$ cat src/rtl/fifo_rd_pkg.sv
// Shared types and constants for the FIFO stream reader.
package fifo_rd_pkg;

    typedef enum logic [1:0] {
        OCC_EMPTY = 2'd0,
        OCC_ONE   = 2'd1,
        OCC_TWO   = 2'd2
    } occ_state_t;

    localparam int FIFO_RD_LATENCY = 1;
    localparam int SKID_DEPTH      = 2;

endpackage

$ cat src/rtl/fifo_rd_skid_buf.sv
// Two-entry skid buffer: head drives the stream, spare absorbs the in-flight word.
module fifo_rd_skid_buf
    import fifo_rd_pkg::*;
#(
    parameter int DATA_WIDTH = 8
) (
    input  logic                  clk,
    input  logic                  rst,
    input  logic                  i_push,
    input  logic [DATA_WIDTH-1:0] i_push_data,
    input  logic                  i_pop,
    output logic [DATA_WIDTH-1:0] o_head_data,
    output logic                  o_valid,
    output occ_state_t            o_occ
);

    occ_state_t            r_occ;
    occ_state_t            w_occ_nxt;
    logic [DATA_WIDTH-1:0] r_head;
    logic [DATA_WIDTH-1:0] r_spare;
    logic [DATA_WIDTH-1:0] w_head_nxt;
    logic [DATA_WIDTH-1:0] w_spare_nxt;

    always_ff @(posedge clk or posedge rst) begin
        if (rst) begin
            r_occ   <= OCC_EMPTY;
            r_head  <= '0;
            r_spare <= '0;
        end else begin
            r_occ   <= w_occ_nxt;
            r_head  <= w_head_nxt;
            r_spare <= w_spare_nxt;
        end
    end

    // Occupancy transitions; the credit logic upstream keeps push into a full buffer unreachable.
    always_comb begin
        w_occ_nxt   = r_occ;
        w_head_nxt  = r_head;
        w_spare_nxt = r_spare;
        case (r_occ)
            OCC_EMPTY: begin
                if (i_push) begin
                    w_head_nxt = i_push_data;
                    w_occ_nxt  = OCC_ONE;
                end
            end
            OCC_ONE: begin
                case ({i_push, i_pop})
                    2'b11: w_head_nxt = i_push_data;
                    2'b10: begin
                        w_spare_nxt = i_push_data;
                        w_occ_nxt   = OCC_TWO;
                    end
                    2'b01: w_occ_nxt = OCC_EMPTY;
                    default: ;
                endcase
            end
            OCC_TWO: begin
                if (i_pop) begin
                    w_head_nxt = r_spare;
                    if (i_push) begin
                        w_spare_nxt = i_push_data;
                    end else begin
                        w_occ_nxt = OCC_ONE;
                    end
                end
            end
            default: w_occ_nxt = OCC_EMPTY;
        endcase
    end

    assign o_head_data = r_head;
    assign o_valid     = (r_occ != OCC_EMPTY);
    assign o_occ       = r_occ;

endmodule

$ cat src/rtl/fifo_stream_reader.sv
// FIFO read-side consumer: pops a registered-output FIFO and re-emits words as a valid/ready stream.
// Optional accepted-word counter on rd_count when FIFO_RD_CNT_EN is defined.
module fifo_stream_reader
    import fifo_rd_pkg::*;
#(
    parameter int DATA_WIDTH = 8,
    parameter int CNT_WIDTH  = 16
) (
    input  logic                  clk,
    input  logic                  rst,
    input  logic                  fifo_empty,
    input  logic [DATA_WIDTH-1:0] fifo_dout,
    output logic                  fifo_rd_en,
    output logic                  m_valid,
    output logic [DATA_WIDTH-1:0] m_data,
    input  logic                  m_ready
`ifdef FIFO_RD_CNT_EN
   ,output logic [CNT_WIDTH-1:0]  rd_count
`endif
);

    logic [FIFO_RD_LATENCY-1:0] r_inflight;
    logic                       w_valid;
    logic                       w_pop;
    logic [2:0]                 w_credit;
    occ_state_t                 w_occ;
    logic [DATA_WIDTH-1:0]      w_head;

    fifo_rd_skid_buf #(
        .DATA_WIDTH (DATA_WIDTH)
    ) u_skid (
        .clk         (clk),
        .rst         (rst),
        .i_push      (r_inflight[0]),
        .i_push_data (fifo_dout),
        .i_pop       (w_pop),
        .o_head_data (w_head),
        .o_valid     (w_valid),
        .o_occ       (w_occ)
    );

    // Request only when the word would still fit once everything in flight has landed.
    assign w_pop      = w_valid && m_ready;
    assign w_credit   = 3'(w_occ) + 3'(r_inflight) - 3'(w_pop);
    assign fifo_rd_en = !rst && !fifo_empty && (w_credit < 3'(SKID_DEPTH));

    always_ff @(posedge clk or posedge rst) begin
        if (rst) begin
            r_inflight <= '0;
        end else begin
            r_inflight <= FIFO_RD_LATENCY'(fifo_rd_en);
        end
    end

    assign m_valid = w_valid;
    assign m_data  = w_head;

`ifdef FIFO_RD_CNT_EN
    logic [CNT_WIDTH-1:0] r_rd_count;

    always_ff @(posedge clk or posedge rst) begin
        if (rst) begin
            r_rd_count <= '0;
        end else if (w_pop) begin
            r_rd_count <= r_rd_count + CNT_WIDTH'(1);
        end
    end

    assign rd_count = r_rd_count;
`else
    logic w_unused_cnt;
    assign w_unused_cnt = (CNT_WIDTH > 0);
`endif

endmodule

$ cat config.mk
export PLATFORM = sky130hd
export DESIGN_NAME = fifo_stream_reader
export DESIGN_NICKNAME = d
export VERILOG_FILES = /design/src/rtl/fifo_rd_pkg.sv /design/src/rtl/fifo_rd_skid_buf.sv /design/src/rtl/fifo_stream_reader.sv
export SDC_FILE = /design/constraint.sdc
export NUM_CORES = 1
export LEC_CHECK = 0
export CAP_MARGIN = 5
export CORE_MARGIN = 2
export CORE_UTILIZATION = 51
export CTS_CLUSTER_DIAMETER = 40
export CTS_CLUSTER_SIZE = 8
export DETAILED_ROUTE_END_ITERATION = 12
export PLACE_DENSITY = 0.86
export SYNTH_ARGS = -nofsm -noshare
export SYNTH_HDL_FRONTEND = slang
export SYNTH_SLANG_ARGS = --single-unit
$ cat constraint.sdc
create_clock -name clk -period 6.38 [get_ports clk]
set_clock_uncertainty 0.2 [all_clocks]
set_input_delay 1.914 -clock clk [delete_from_list [all_inputs] [get_ports clk]]
set_output_delay 1.914 -clock clk [all_outputs]
set_load 0.01 [all_outputs]
==> results.toml, run 1 <==
[detailed_routing]
wl_met1_microns = 746
wl_met2_microns = 767
wl_met3_microns = 61
vias_per_cell = 5.16
first_iter_violations = 6
vias = 593
avgRoutedWirePerCell_microns = 14.0
highest_layer = "met4"
drc = 0
dr.pass1.iters = 4
routed_wirelength_mm = 1.61
ant_nets = 0

[clocking]
root_buffer = "clkbuf_4"
holdBufCountCts = 0
insertion_delay_ns = 0.30
cts_buffers = 3
cts_htree_levels = 1
clk_pin_slew_ns = 0.10
cts.path.max_buffers = 2
cts.sinks = 19
cts_tree = "yes"

[worst_setup_path]
required_ns = 4.27
reg2reg_slack_ns = 4.16
cp-end-kind = "primary output"
worstPathArrival_ns = 3.82
worstSetupStartpointType = "input pin"
crit_fanout = 3
rr_worst_depth = 6
reg2reg_to = "r_inflight$_DFF_PP0_"
r2r-start = "u_skid.o_occ[1]$_DFFE_PP0P_"
critical_path_class = "in2out"
crit_start = "m_ready"

[sta]
period_minus_slack_ns = 5.94
grt_setup_unrepaired = "no"
max_freq_mhz = 168
hold_viol = 0
setup_viol = 0
tightest_slew_ns = 0.710
drv_slew = 0
fin_crit_sh_pct = 93.0
slew-limit-headroom_pct = 52.6

[cells_and_area]
syn_to_final_growth_pct = 28.1
regArea_sq_um = 475
layout_commonest_cell = "mux2_2"
fin_nets = 104
final_cell_mix = "mux2_2, clkdlybuf4s50_1, dfrtp_1"
n_antenna_cell = 0
multi_input_area_sq_um = 460
final_area_sq_um = 1220
drive_above_1_share_pct = 40.0
fin_cells = 115
fill_cells = 136

[die]
die-area_sq_um = 2240
start_util_pct = 54.8
io_pins = 22
coreArea_sq_um = 1750
rows = 15
die_w_microns = 47.3
die_y_microns = 47.3

[min_path]
hold_path.startpoint = "u_skid.r_spare[2]$_DFFE_PP0P_"
whs_path_depth = 1
min_to = "u_skid.r_spare[2]$_DFFE_PP0P_"
min_path_type = "reg2reg"

[grt]
overflow = 0
grt.total_usage_pct = 17.1
grt_max_degree = 20
grt_pass1_wl_mm = 2.54
grt_antenna_before_repair = 0
grt_pass1_vias = 558

[yosys]
synth_area_sq_um = 956
postSynthAreaPerCell_sq_um = 14.7
synth.distinct_cells = 20
yosysWarnings = 0
syn_nets = 78
syn_inst = 65
ys_ff_latch = 19
ys_seq_area_share_pct = 49.7

[placement]
detailed_place_hpwl_mm = 1.15
gp_congestion = 0.718
dpl.cell_count = 111
portBuffers = 21
place_area_sq_um = 1190

[run_status]
status = "complete, no violations"

[pwr]
leakage_nw = 0.525
ir_worst_vdd_uv = 229
power_density_nw_per_um2 = 388

[flow_run]
cap_violations = 0
==> synth_stat cells <==
cell	count	area, sq um
nor3b_2	1	12.5
inv_1	1	3.75
dfrtp_1	19	475
and3b_4	1	12.5
nor2b_4	1	13.8
nor4b_1	1	8.76
o21ai_0	1	5.00
o22ai_1	1	6.26
xor2_1	1	8.76
and2b_1	1	7.51
or2_2	1	6.26
fa_1	1	20.0
o2bb2ai_2	1	15.0
nor2b_1	3	18.8
o21ai_4	1	16.3
mux2i_1	2	20.0
a21oi_1	1	5.00
mux2_2	24	270
a21o_1	1	7.51
buf_6	2	22.5
==> sequential cells by signal, summed over array words and instances (netlist names) <==
| name | flops |
|---|---|
| r_inflight | 1 |
| u_skid.o_head_data | 8 |
| u_skid.o_occ | 2 |
| u_skid.r_spare | 8 |
==> how the worst max path moves through the flow <==
stage,slack [ns],endpoint,cells after the start
6_report,0.44,fifo_rd_en,7
5_1_grt,0.30,fifo_rd_en,7
4_1_cts,0.02,fifo_rd_en,7
3_5_place_dp,-0.06,fifo_rd_en,7
3_3_place_gp,0.05,fifo_rd_en,7
2_1_floorplan,1.0,fifo_rd_en,5
==> metal layers <==
| layer | vias to the layer above | track usage [%] |
|---|---|---|
| li1 | 284 | - |
| met1 | 284 | 23.4 |
| met2 | 20 | 25.7 |
| met3 | 5 | 3.85 |
| met4 | 0 | 8.33 |
| met5 | - | 0 |
==> logic make-up (layout without fill, tap and decap cells) <==
family,after synthesis,after routing,synth area share (%)
AOI/OAI and AO/OA,6,6,5.76
adders and majority gates,1,1,2.09
muxes,26,26,30.4
buffers and inverters,3,28,2.75
DFF,19,19,49.7
xor gates and xnor gates,1,1,0.916
and+or+nand+nor,9,9,8.38
==> power breakdown <==
part	internal, mW	switching (mW)	total (mW)
registers	0.176	0.0364	0.213
logic	0.132	0.0700	0.202
clock network	0.0244	0.0359	0.0602
total	0.333	0.142	0.475
==> worst max-delay path, cell delays in order <==
cell	delay, ns
clkdlybuf4s50_1	0.51
and3b_4	0.24
o21ai_0	0.12
fa_1	0.39
xor2_1	0.16
nor4b_2	0.27
dlymetal6s2s_1	0.21
==> final cells by class <==
type / count / share of cell area (%)
clock buffer: 4 / 2.15
multi-input combinational: 43 / 37.6
inverter: 1 / 0.306
timing repair buffer: 23 / 18.6
sequential: 19 / 38.8
tap: 25 / 2.55
==> stage by stage <==
| step | hold slack (ns) | utilization [%] | total power, mW | setup WS, ns | TNS [ns] |
|---|---|---|---|---|---|
| after floorplan | 0.274 | - | 0.330 | 0.996 | 0 |
| after global placement | 0.281 | 68.2 | 0.411 | 0.0545 | 0 |
| after CTS | 0.313 | 70.0 | 0.481 | 0.0234 | 0 |
| final | 0.313 | 70.2 | 0.475 | 0.445 | 0 |
| after detailed placement | 0.288 | 68.2 | 0.419 | -0.0600 | -0.0600 |
| after global routing | 0.333 | 70.2 | 0.506 | 0.299 | 0 |
==> what timing repair did <==
| action | in CTS | in global routing |
|---|---|---|
| resized for setup | 1 | 1 |
| buffers inserted | 0 | 0 |
| gates cloned | 0 | 0 |
| endpoints found under the setup margin | 1 | 1 |
No activity file was read; power rests on OpenSTA's default activity.
==> inputs of run 2 (changes only) <==
CORE_MARGIN = 5   (was 2)
==> results.toml, run 2 (synthesis gave the netlist of run 1 again) <==
[sta]
max_freq_mhz = 169
tightest_slew_ns = 0.698
tns_ns = 0
setup_viol = 0
fin_crit_sh_pct = 92.8
slew-limit-headroom_pct = 53.4
worst_slack_ns = 0.459
grt_setup_unrepaired = "no"
fin_hold_ws_ns = 0.313
drv_slew = 0
period_minus_slack_ns = 5.92
hold_viol = 0

[run_status]
status = "complete, no violations"

[worst_setup_path]
worstPathArrival_ns = 3.81
rr_worst_depth = 6
critical_path_class = "in2out"
worstSetupStartpointType = "input pin"
crit_fanout = 3
required_ns = 4.27
cp-end-kind = "primary output"

[placement]
portBuffers = 21
gp_congestion = 0.747
place_area_sq_um = 1200
place_ws_ns = -0.0151
dpl.cell_count = 113
detailed_place_hpwl_mm = 1.34

[detailed_routing]
ant_nets = 0
avgRoutedWirePerCell_microns = 15.2
drc = 0
first_iter_violations = 0
dr.pass1.iters = 1
vias = 606
routed_wirelength_mm = 1.78
vias_per_cell = 5.18

[cells_and_area]
fin_cells = 117
syn_to_final_growth_pct = 29.8
fill_cells = 136
n_antenna_cell = 0
final_core_utilization_pct = 71.1
final_cell_mix = "mux2_2, clkdlybuf4s50_1, dfrtp_1"
drive_above_1_share_pct = 42.4
regArea_sq_um = 475
layout_commonest_cell = "mux2_2"
multi_input_area_sq_um = 460
fin_nets = 106
final_area_sq_um = 1240

[clocking]
root_buffer = "clkbuf_4"
cts_htree_levels = 1
holdBufCountCts = 0
clk_pin_slew_ns = 0.10
cts_buffers = 3
insertion_delay_ns = 0.30
cts.sinks = 19
cts_tree = "yes"
cts.path.max_buffers = 2
post_cts_buffers = 0

[grt]
grt_pass1_wl_mm = 3.07
grt_max_degree = 20
grt_pass1_vias = 674
overflow = 0
grt.total_usage_pct = 15.6
grt_antenna_before_repair = 0

[min_path]
whs_path_depth = 1
min_path_type = "reg2reg"

[die]
die-area_sq_um = 2840
rows = 15
coreArea_sq_um = 1750
io_pins = 22
die_y_microns = 53.3
die_w_microns = 53.3
start_util_pct = 54.8

[pwr]
leakage_nw = 0.539
ir_worst_vdd_uv = 277
power_density_nw_per_um2 = 387
power.total_mw = 0.480

[flow_run]
cap_violations = 0
## run 2: cell types whose count changed in the layout (fill, tap and decap cells not counted)
cell and change:
clkinv_2 +1, clkbuf_1 -1, buf_4 +2
## run 2: worst paths after layout
kind,from,endpoint,slack [ns]
setup / recovery,m_ready,fifo_rd_en,0.46
hold / removal,u_skid.r_spare[2]$_DFFE_PP0P_,u_skid.r_spare[2]$_DFFE_PP0P_,0.31
setup reg to reg,u_skid.o_occ[1]$_DFFE_PP0P_,r_inflight$_DFF_PP0_,4.16
hold reg to reg,u_skid.r_spare[2]$_DFFE_PP0P_,u_skid.r_spare[2]$_DFFE_PP0P_,0.31
max in group asynchronous,rst,u_skid.o_head_data[4]$_DFFE_PP0P_,3.67
min in group asynchronous,rst,r_inflight$_DFF_PP0_,1.87
## run 2: per-layer routing
layer | global-route usage (%) | routed length (microns) | part of all wire [%]
met1 | 17.0 | 694 | 39
met2 | 27.8 | 980 | 55
met3 | 3.66 | 68 | 3.8
met4 | 8.09 | 36 | 2.0
met5 | 0 | 0 | 0
## run 2: layout make-up
type | count | area share (%)
inverter | 1 | 0.302
sequential | 19 | 38.3
clock inverter | 1 | 0.403
multi-input combinational | 43 | 37.1
clock buffer | 3 | 1.81
timing repair buffer | 25 | 19.6
tap | 25 | 2.52
## run 2: power by group
part	total [mW]	leakage (nW)	internal (mW)	switching, mW
Combinational	0.207	0.290	0.135	0.0720
Sequential	0.213	0.231	0.176	0.0370
Clock	0.0602	0.0177	0.0234	0.0369
## run 2: worst max-delay path: stages
cell	delay, ns
clkdlybuf4s50_1	0.50
and3b_4	0.22
o21ai_0	0.12
fa_1	0.40
xor2_1	0.16
nor4b_2	0.28
dlymetal6s2s_1	0.21
## run 2: repair_timing
action | 4_1_cts | 5_1_grt
setup endpoints to repair | 1 | 1
endpoints found under the hold margin | 0 | 0
resized for setup | 1 | 1
